## config.mk

```make
export PLATFORM = sky130hd
export DESIGN_NAME = bus_switch_seg
export DESIGN_NICKNAME = d
export VERILOG_FILES = /design/src/rtl/a80_bus_pkg.sv /design/src/rtl/bus_sw_fsm.sv /design/src/rtl/bus_switch_seg.sv
export SDC_FILE = /design/constraint.sdc
export NUM_CORES = 1
export LEC_CHECK = 0
export CAP_MARGIN = 10
export CORE_UTILIZATION = 40
export CTS_CLUSTER_SIZE = 8
export DETAILED_ROUTE_END_ITERATION = 10
export PLACE_DENSITY_LB_ADDON = 0.05
export SYNTH_ARGS = -nofsm -noshare
export SYNTH_HDL_FRONTEND = slang
export SYNTH_SLANG_ARGS = --single-unit
```

## constraint.sdc

```tcl
create_clock -name clk -period 2.3 [get_ports clk]
set_input_delay 0.69 -clock clk [delete_from_list [all_inputs] [get_ports clk]]
set_output_delay 0.69 -clock clk [all_outputs]
set_load 0.005 [all_outputs]
```

## src/rtl/a80_bus_pkg.sv

```systemverilog
// rtl/a80_bus_pkg.sv - shared types and constants for the A-Z80 segmented data bus
package a80_bus_pkg;

  typedef enum logic [1:0] {
    ST_IDLE = 2'd0,
    ST_UP   = 2'd1,
    ST_DOWN = 2'd2,
    ST_TURN = 2'd3
  } sw_state_t;

  // Zero-extended so any bus width can take its low bits as the default mask.
  localparam logic [31:0] A80_DEFAULT_MASK = 32'h0000_0038;

endpackage

```

## src/rtl/bus_sw_fsm.sv

```systemverilog
// rtl/bus_sw_fsm.sv - grant FSM, turnaround counter and sticky error for one bus switch
module bus_sw_fsm
  import a80_bus_pkg::*;
#(
  parameter int TURNAROUND = 1
) (
  input  logic i_clk,
  input  logic i_rst,
  input  logic i_req_u,
  input  logic i_req_d,
  input  logic i_cont,
  output logic o_grant_u,
  output logic o_grant_d,
  output logic o_err
);

  localparam logic [2:0] TA_LOAD = (TURNAROUND > 0) ? 3'(TURNAROUND - 1) : 3'd0;

  sw_state_t  r_state;
  sw_state_t  w_next;
  logic [2:0] r_cnt;
  logic [2:0] w_cnt_next;
  logic       w_conflict;

  assign w_conflict = i_req_u & i_req_d;

  always_ff @(posedge i_clk or posedge i_rst) begin
    if (i_rst) begin
      r_state <= ST_IDLE;
      r_cnt   <= 3'd0;
      o_err   <= 1'b0;
    end else begin
      r_state <= w_next;
      r_cnt   <= w_cnt_next;
      o_err   <= o_err | w_conflict | i_cont;
    end
  end

  always_comb begin
    w_next     = r_state;
    w_cnt_next = r_cnt;
    if (w_conflict) begin
      w_next = ST_IDLE;
    end else begin
      case (r_state)
        ST_IDLE: begin
          if (i_req_u)      w_next = ST_UP;
          else if (i_req_d) w_next = ST_DOWN;
        end
        ST_UP: begin
          if (i_req_d) begin
            if (TURNAROUND == 0) begin
              w_next = ST_DOWN;
            end else begin
              w_next     = ST_TURN;
              w_cnt_next = TA_LOAD;
            end
          end else if (!i_req_u) begin
            w_next = ST_IDLE;
          end
        end
        ST_DOWN: begin
          if (i_req_u) begin
            if (TURNAROUND == 0) begin
              w_next = ST_UP;
            end else begin
              w_next     = ST_TURN;
              w_cnt_next = TA_LOAD;
            end
          end else if (!i_req_d) begin
            w_next = ST_IDLE;
          end
        end
        ST_TURN: begin
          // Dead time: the direction is decided only by the request present when the count expires.
          if (r_cnt != 3'd0) w_cnt_next = r_cnt - 3'd1;
          else if (i_req_u)  w_next = ST_UP;
          else if (i_req_d)  w_next = ST_DOWN;
          else               w_next = ST_IDLE;
        end
        default: w_next = ST_IDLE;
      endcase
    end
  end

  assign o_grant_u = (r_state == ST_UP);
  assign o_grant_d = (r_state == ST_DOWN);

endmodule

```

## src/rtl/bus_switch_seg.sv

```systemverilog
// rtl/bus_switch_seg.sv - registered NSEG-switch data-bus splitter with keepers and contention detect
module bus_switch_seg
  import a80_bus_pkg::*;
#(
  parameter int               WIDTH      = 8,
  parameter int               NSEG       = 2,
  parameter logic [WIDTH-1:0] MASK       = WIDTH'(A80_DEFAULT_MASK),
  parameter int               TURNAROUND = 1,
  parameter logic [WIDTH-1:0] KEEP_RST   = {WIDTH{1'b1}}
) (
  input  logic                      clk,
  input  logic                      reset,
  input  logic [NSEG-1:0]           ctl_sw_u,
  input  logic [NSEG-1:0]           ctl_sw_d,
  input  logic [NSEG-1:0]           ctl_sw_mask_en,
  input  logic [NSEG:0]             seg_drv,
  input  logic [(NSEG+1)*WIDTH-1:0] seg_in,
  output logic [(NSEG+1)*WIDTH-1:0] seg_out,
  output logic [NSEG-1:0]           bus_sw_u,
  output logic [NSEG-1:0]           bus_sw_d,
  output logic [NSEG-1:0]           sw_err
);

  logic [WIDTH-1:0] r_keep [NSEG+1];
  logic [WIDTH-1:0] w_dv   [NSEG+1];
  logic [WIDTH-1:0] w_uv   [NSEG+1];
  logic [NSEG:0]    w_dnb;
  logic [NSEG:0]    w_unb;
  logic [NSEG:0]    w_multi;
  logic [NSEG-1:0]  w_cont;

  assign w_dnb = {bus_sw_d, 1'b0};
  assign w_unb = {1'b0, bus_sw_u};

  // An undriven, unfed segment offers its keeper value, so w_dv/w_uv fall back to r_keep.
  always_comb begin
    w_dv[0] = seg_drv[0] ? seg_in[0 +: WIDTH] : r_keep[0];
    for (int k = 1; k <= NSEG; k++) begin
      if (seg_drv[k])
        w_dv[k] = seg_in[k*WIDTH +: WIDTH];
      else if (bus_sw_d[k-1])
        w_dv[k] = w_dv[k-1] & ~(ctl_sw_mask_en[k-1] ? MASK : {WIDTH{1'b0}});
      else
        w_dv[k] = r_keep[k];
    end
  end

  always_comb begin
    w_uv[NSEG] = seg_drv[NSEG] ? seg_in[NSEG*WIDTH +: WIDTH] : r_keep[NSEG];
    for (int k = NSEG - 1; k >= 0; k--) begin
      if (seg_drv[k])       w_uv[k] = seg_in[k*WIDTH +: WIDTH];
      else if (bus_sw_u[k]) w_uv[k] = w_uv[k+1];
      else                  w_uv[k] = r_keep[k];
    end
  end

  for (genvar g = 0; g <= NSEG; g++) begin : g_seg
    assign seg_out[g*WIDTH +: WIDTH] = (seg_drv[g] | w_dnb[g]) ? w_dv[g] : w_uv[g];
  end

  // Blame only the switches actually driving into a multiply-sourced segment.
  assign w_multi = (seg_drv & w_dnb) | (seg_drv & w_unb) | (w_dnb & w_unb);
  assign w_cont  = (w_multi[NSEG:1] & bus_sw_d) | (w_multi[NSEG-1:0] & bus_sw_u);

  always_ff @(posedge clk or posedge reset) begin
    if (reset) begin
      for (int k = 0; k <= NSEG; k++) r_keep[k] <= KEEP_RST;
    end else begin
      for (int k = 0; k <= NSEG; k++) r_keep[k] <= seg_out[k*WIDTH +: WIDTH];
    end
  end

  for (genvar i = 0; i < NSEG; i++) begin : g_sw
    bus_sw_fsm #(
      .TURNAROUND(TURNAROUND)
    ) u_fsm (
      .i_clk    (clk),
      .i_rst    (reset),
      .i_req_u  (ctl_sw_u[i]),
      .i_req_d  (ctl_sw_d[i]),
      .i_cont   (w_cont[i]),
      .o_grant_u(bus_sw_u[i]),
      .o_grant_d(bus_sw_d[i]),
      .o_err    (sw_err[i])
    );
  end

endmodule
```

==> summary.md, run 1 <==
| Metric | Value |
|---|---|
| Status | `finished, violations left` |
| Failing checks | `negative setup slack` |
| Core Area | `between 0.005 and 0.006 mm2` |
| Vias | `approximately 2900` |
| N_diodes | `0` |
| Longest Clk Path Bufs | `2` |
| Initial antenna violation count | `0` |
| Vias per cell | `5.799` |
| Endpoints failing setup | `24` |
| Final-report hold violation count | `0` |
| Share of layout cells above drive strength 1 | `0.6429` |
| Reg power frac | `0.353` |
| GRT overflow | `0` |
| Place WS | `-1.089 ns` |
| Top Ports | `65` |
| Synth warnings | `0` |
| #FFs+latches synth | `36` |
| Final Power | `approximately 0.0023 W` |
| Tmin final | `approximately 2.5 ns` |
| Worst EP required | `roughly 1.6 ns` |
| Pwr dens | `roughly 500 mW/mm2` |
| TritonCTS buffer count | `5` |
| Final Util | `0.8278` |
| Drt wl/cell | `between 20 and 25 um` |
| Ys async rst share | `1.000` |
| Post-Synthesis Cells | `between 200 and 300` |
| FMAX | `just under 400 MHz` |
| CP Class | `flop to output pin` |
| Overall routing resource usage | `0.2875` |
| Dominant cells by area after synthesis | `dfstp_2 28%, dfrtp_1 13%, a21oi_1 6.0%, nand2_1 6.0%, o221ai_1 5.8%` |
| Cts hold-fix bufs | `0` |
| Largest net degree at the start of global routing | `37` |
| Max-capacitance violation count | `0` |
| LEAKAGE | `just under 2 nW` |
| Unrepaired setup endpoints after global routing | `yes` |
| Comb power frac | `0.441` |
| NetSw | `between 0.0007 and 0.0008 W` |
| Synth area leader | `dfstp_2` |
| Clock skew | `roughly 0.0063 ns` |
| Register area share after synthesis | `0.4104` |
| Synth top cells by count | `36 x nand2_1, 27 x a21oi_1, 25 x nor2_1` |
| Net switching fraction of the power | `0.3437` |
| Clock Tree Root | `clkbuf_8` |
| Most common cell in the netlist | `nand2_1` |
| Vias in the first global route | `roughly 2700` |
| Max_slew headroom | `0.6854` |
| Residual DRC | `0` |
| Clk sinks | `36` |
| Final period util | `1.095` |
| Primary FF master, synth | `dfstp_2` |
| Arrival @ worst endpoint | `roughly 1.8 ns` |
| Mean post-synth cell area | `roughly 8.6 um2` |
| Final net count | `between 400 and 500` |
| Internal power | `0.001519 W` |
| Synth Net Count | `302` |
| Worst-Margin Slew | `approximately 0.47 ns` |
| Synth cell types | `38` |
| Drt total wl | `~9900 um` |
| Syn Std Cell Area | `0.002268 mm2` |
| CP max FO | `6` |
| Hold Crit Class | `flop to flop` |
| Worst hold margin | `between 0.4 and 0.5 ns` |
| Latest clock arrival within the worst-skew pair | `about 0.30 ns` |
| Drt pass-1 iters | `5` |
| Crit path setup slack, layout | `-0.2176 ns` |
| Num rows | `27` |
| Maximum VDD drop | `452.1 uV` |
| Hpwl dp | `4713 um` |
| Global-route wire length before repair | `~13000 um` |
| Die area | `approximately 0.0060 mm2` |
| Htree depth | `2` |
| Clock power share | `0.206` |
| Area growth syn-to-layout | `99.72%` |
| Die Y | `just under 80 um` |
| Clock-pin slew on the worst setup and hold paths | `around 0.070 ns` |
| Initial drt markers | `between 150 and 200` |
| EDFF count, synth | `0` |
| CP Capture Type | `output pin` |
| Starting Density | `0.4145` |
| CP Launch Type | `flop` |
| Slew Limit Fails | `0` |
| Global placer's final weighted congestion | `0.8269` |
| ANT nets after route | `0` |
| CTS tree | `built` |
| Synth top area share | `0.2780` |
| Die width | `a little under 80 um` |
| # port buffers | `64` |
==> power groups by stage <==
| stage | sequential [W] | combinational [W] | clock [W] |
|---|---|---|---|
| 4_1_cts | 0.000795 | 0.000846 | 0.000483 |
| 3_3_place_gp | 0.000789 | 0.000622 | 0 |
| 6_report | 0.000816 | 0.00102 | 0.000477 |
| 5_1_grt | 0.000821 | 0.00107 | 0.000507 |
| 3_5_place_dp | 0.000791 | 0.000627 | 0 |
| 2_1_floorplan | 0.000780 | 0.000306 | 0 |
==> worst max-delay path, stage by stage (launching register included) <==
cell        delay, ns
dfrtp_1          0.44
nand2b_4         0.20
clkinvlp_4       0.19
nand2_1          0.16
a21oi_4          0.05
o31ai_4          0.32
buf_2            0.17
==> repair_timing <==
| action | CTS | global route |
|---|---|---|
| gates resized for setup | 272 | 56 |
| pin swaps | 57 | 24 |
| setup buffers | 55 | 8 |
| endpoints found under the setup margin | 28 | 26 |
| cloned | 3 | 0 |
==> cells in the final DEF (no fill, tap or decap), types with 5 or more instances in the layout <==
cell and count:
buf_4 81, buf_2 25, dfstp_2 24, dlygate4sd2_1 23, nand2_1 22, nor2_1 17, buf_6 16, o21ai_0 12
a21oi_2 12, dfrtp_1 12, nand2_2 11, o221ai_2 11, inv_1 10, a21oi_4 9, nand2b_4 8, clkdlybuf4s50_1 8
buf_12 8, o21ai_2 6, a21oi_1 6, clkbuf_8 6, nand4b_1 5, nor2_2 5
==> per-layer routing <==
metal  part of all wire  vias up  track usage
met4              0.033        0       0.1094
met3              0.063       30      0.06190
met5                  0        -            0
met2               0.51      150       0.4566
met1               0.40     1406       0.3808
li1                   -     1267            -
==> path summary, 6_finish.rpt <==
kind,start,end,slack (ns),depth (start not counted)
setup / recovery,g_sw[0].u_fsm.r_state[1],seg_out[7],-0.22,6
hold / removal,g_sw[1].u_fsm.r_cnt[0],g_sw[1].u_fsm.r_cnt[0],0.49,1
setup reg to reg,g_sw[0].u_fsm.r_state[1],r_keep[18],0.60,8
hold reg to reg,g_sw[1].u_fsm.r_cnt[0],g_sw[1].u_fsm.r_cnt[0],0.49,1
max in group asynchronous,reset,r_keep[14],1.10,3
min in group asynchronous,reset,g_sw[0].u_fsm.r_state[1],0.85,3
==> registers in the layout, summed over array words and instances, names as in the netlist <==
signal / count
r_keep: 24
g_sw.u_fsm.o_err: 2
g_sw.u_fsm.r_state: 4
g_sw.u_fsm.r_cnt: 6
==> metrics by stage <==
stage	setup TNS [ns]	area (um2)	instances
after floorplan	-0.05006	2290	263
after global placement	-26.05	3243	422
after detailed placement	-25.84	3243	422
after CTS	-2.725	4172	486
after global routing	-4.577	4531	492
final	-3.669	4531	492
==> cells by family (layout without fill, tap and decap cells) <==
| group | after synthesis | after routing | share of synthesized area |
|---|---|---|---|
| flip-flops | 36 | 36 | 0.4104 |
| AO/OA/AOI/OAI | 88 | 88 | 0.2548 |
| multiplexers | 9 | 9 | 0.04082 |
| buffers and inverters | 35 | 192 | 0.07887 |
| adder cells (fa/ha/maj) | 4 | 4 | 0.02206 |
| AND/OR/NAND/NOR | 91 | 91 | 0.1931 |
==> cell type report <==
cell class / instances / area (um2)
fillers: 300 / 942.2
repair buffers: 170 / 1506
inverters: 13 / 61.31
repair inverters: 1 / 7.507
multi-input cells: 192 / 1844
well taps: 72 / 90.09
clock buffers: 8 / 90.09
flip-flops and latches: 36 / 930.9
Note: power is estimated with default switching activity, not from simulation.
==> run 2: changes to the inputs <==
--- a/config.mk
+++ b/config.mk
@@ -7,6 +7,7 @@
 export LEC_CHECK = 0
 export CAP_MARGIN = 10
 export CORE_UTILIZATION = 40
+export CTS_CLUSTER_DIAMETER = 30
 export CTS_CLUSTER_SIZE = 8
 export DETAILED_ROUTE_END_ITERATION = 10
 export PLACE_DENSITY_LB_ADDON = 0.05
==> results of run 2 <==
No change in the layout: final DEF, timing and power equal those of run 1.
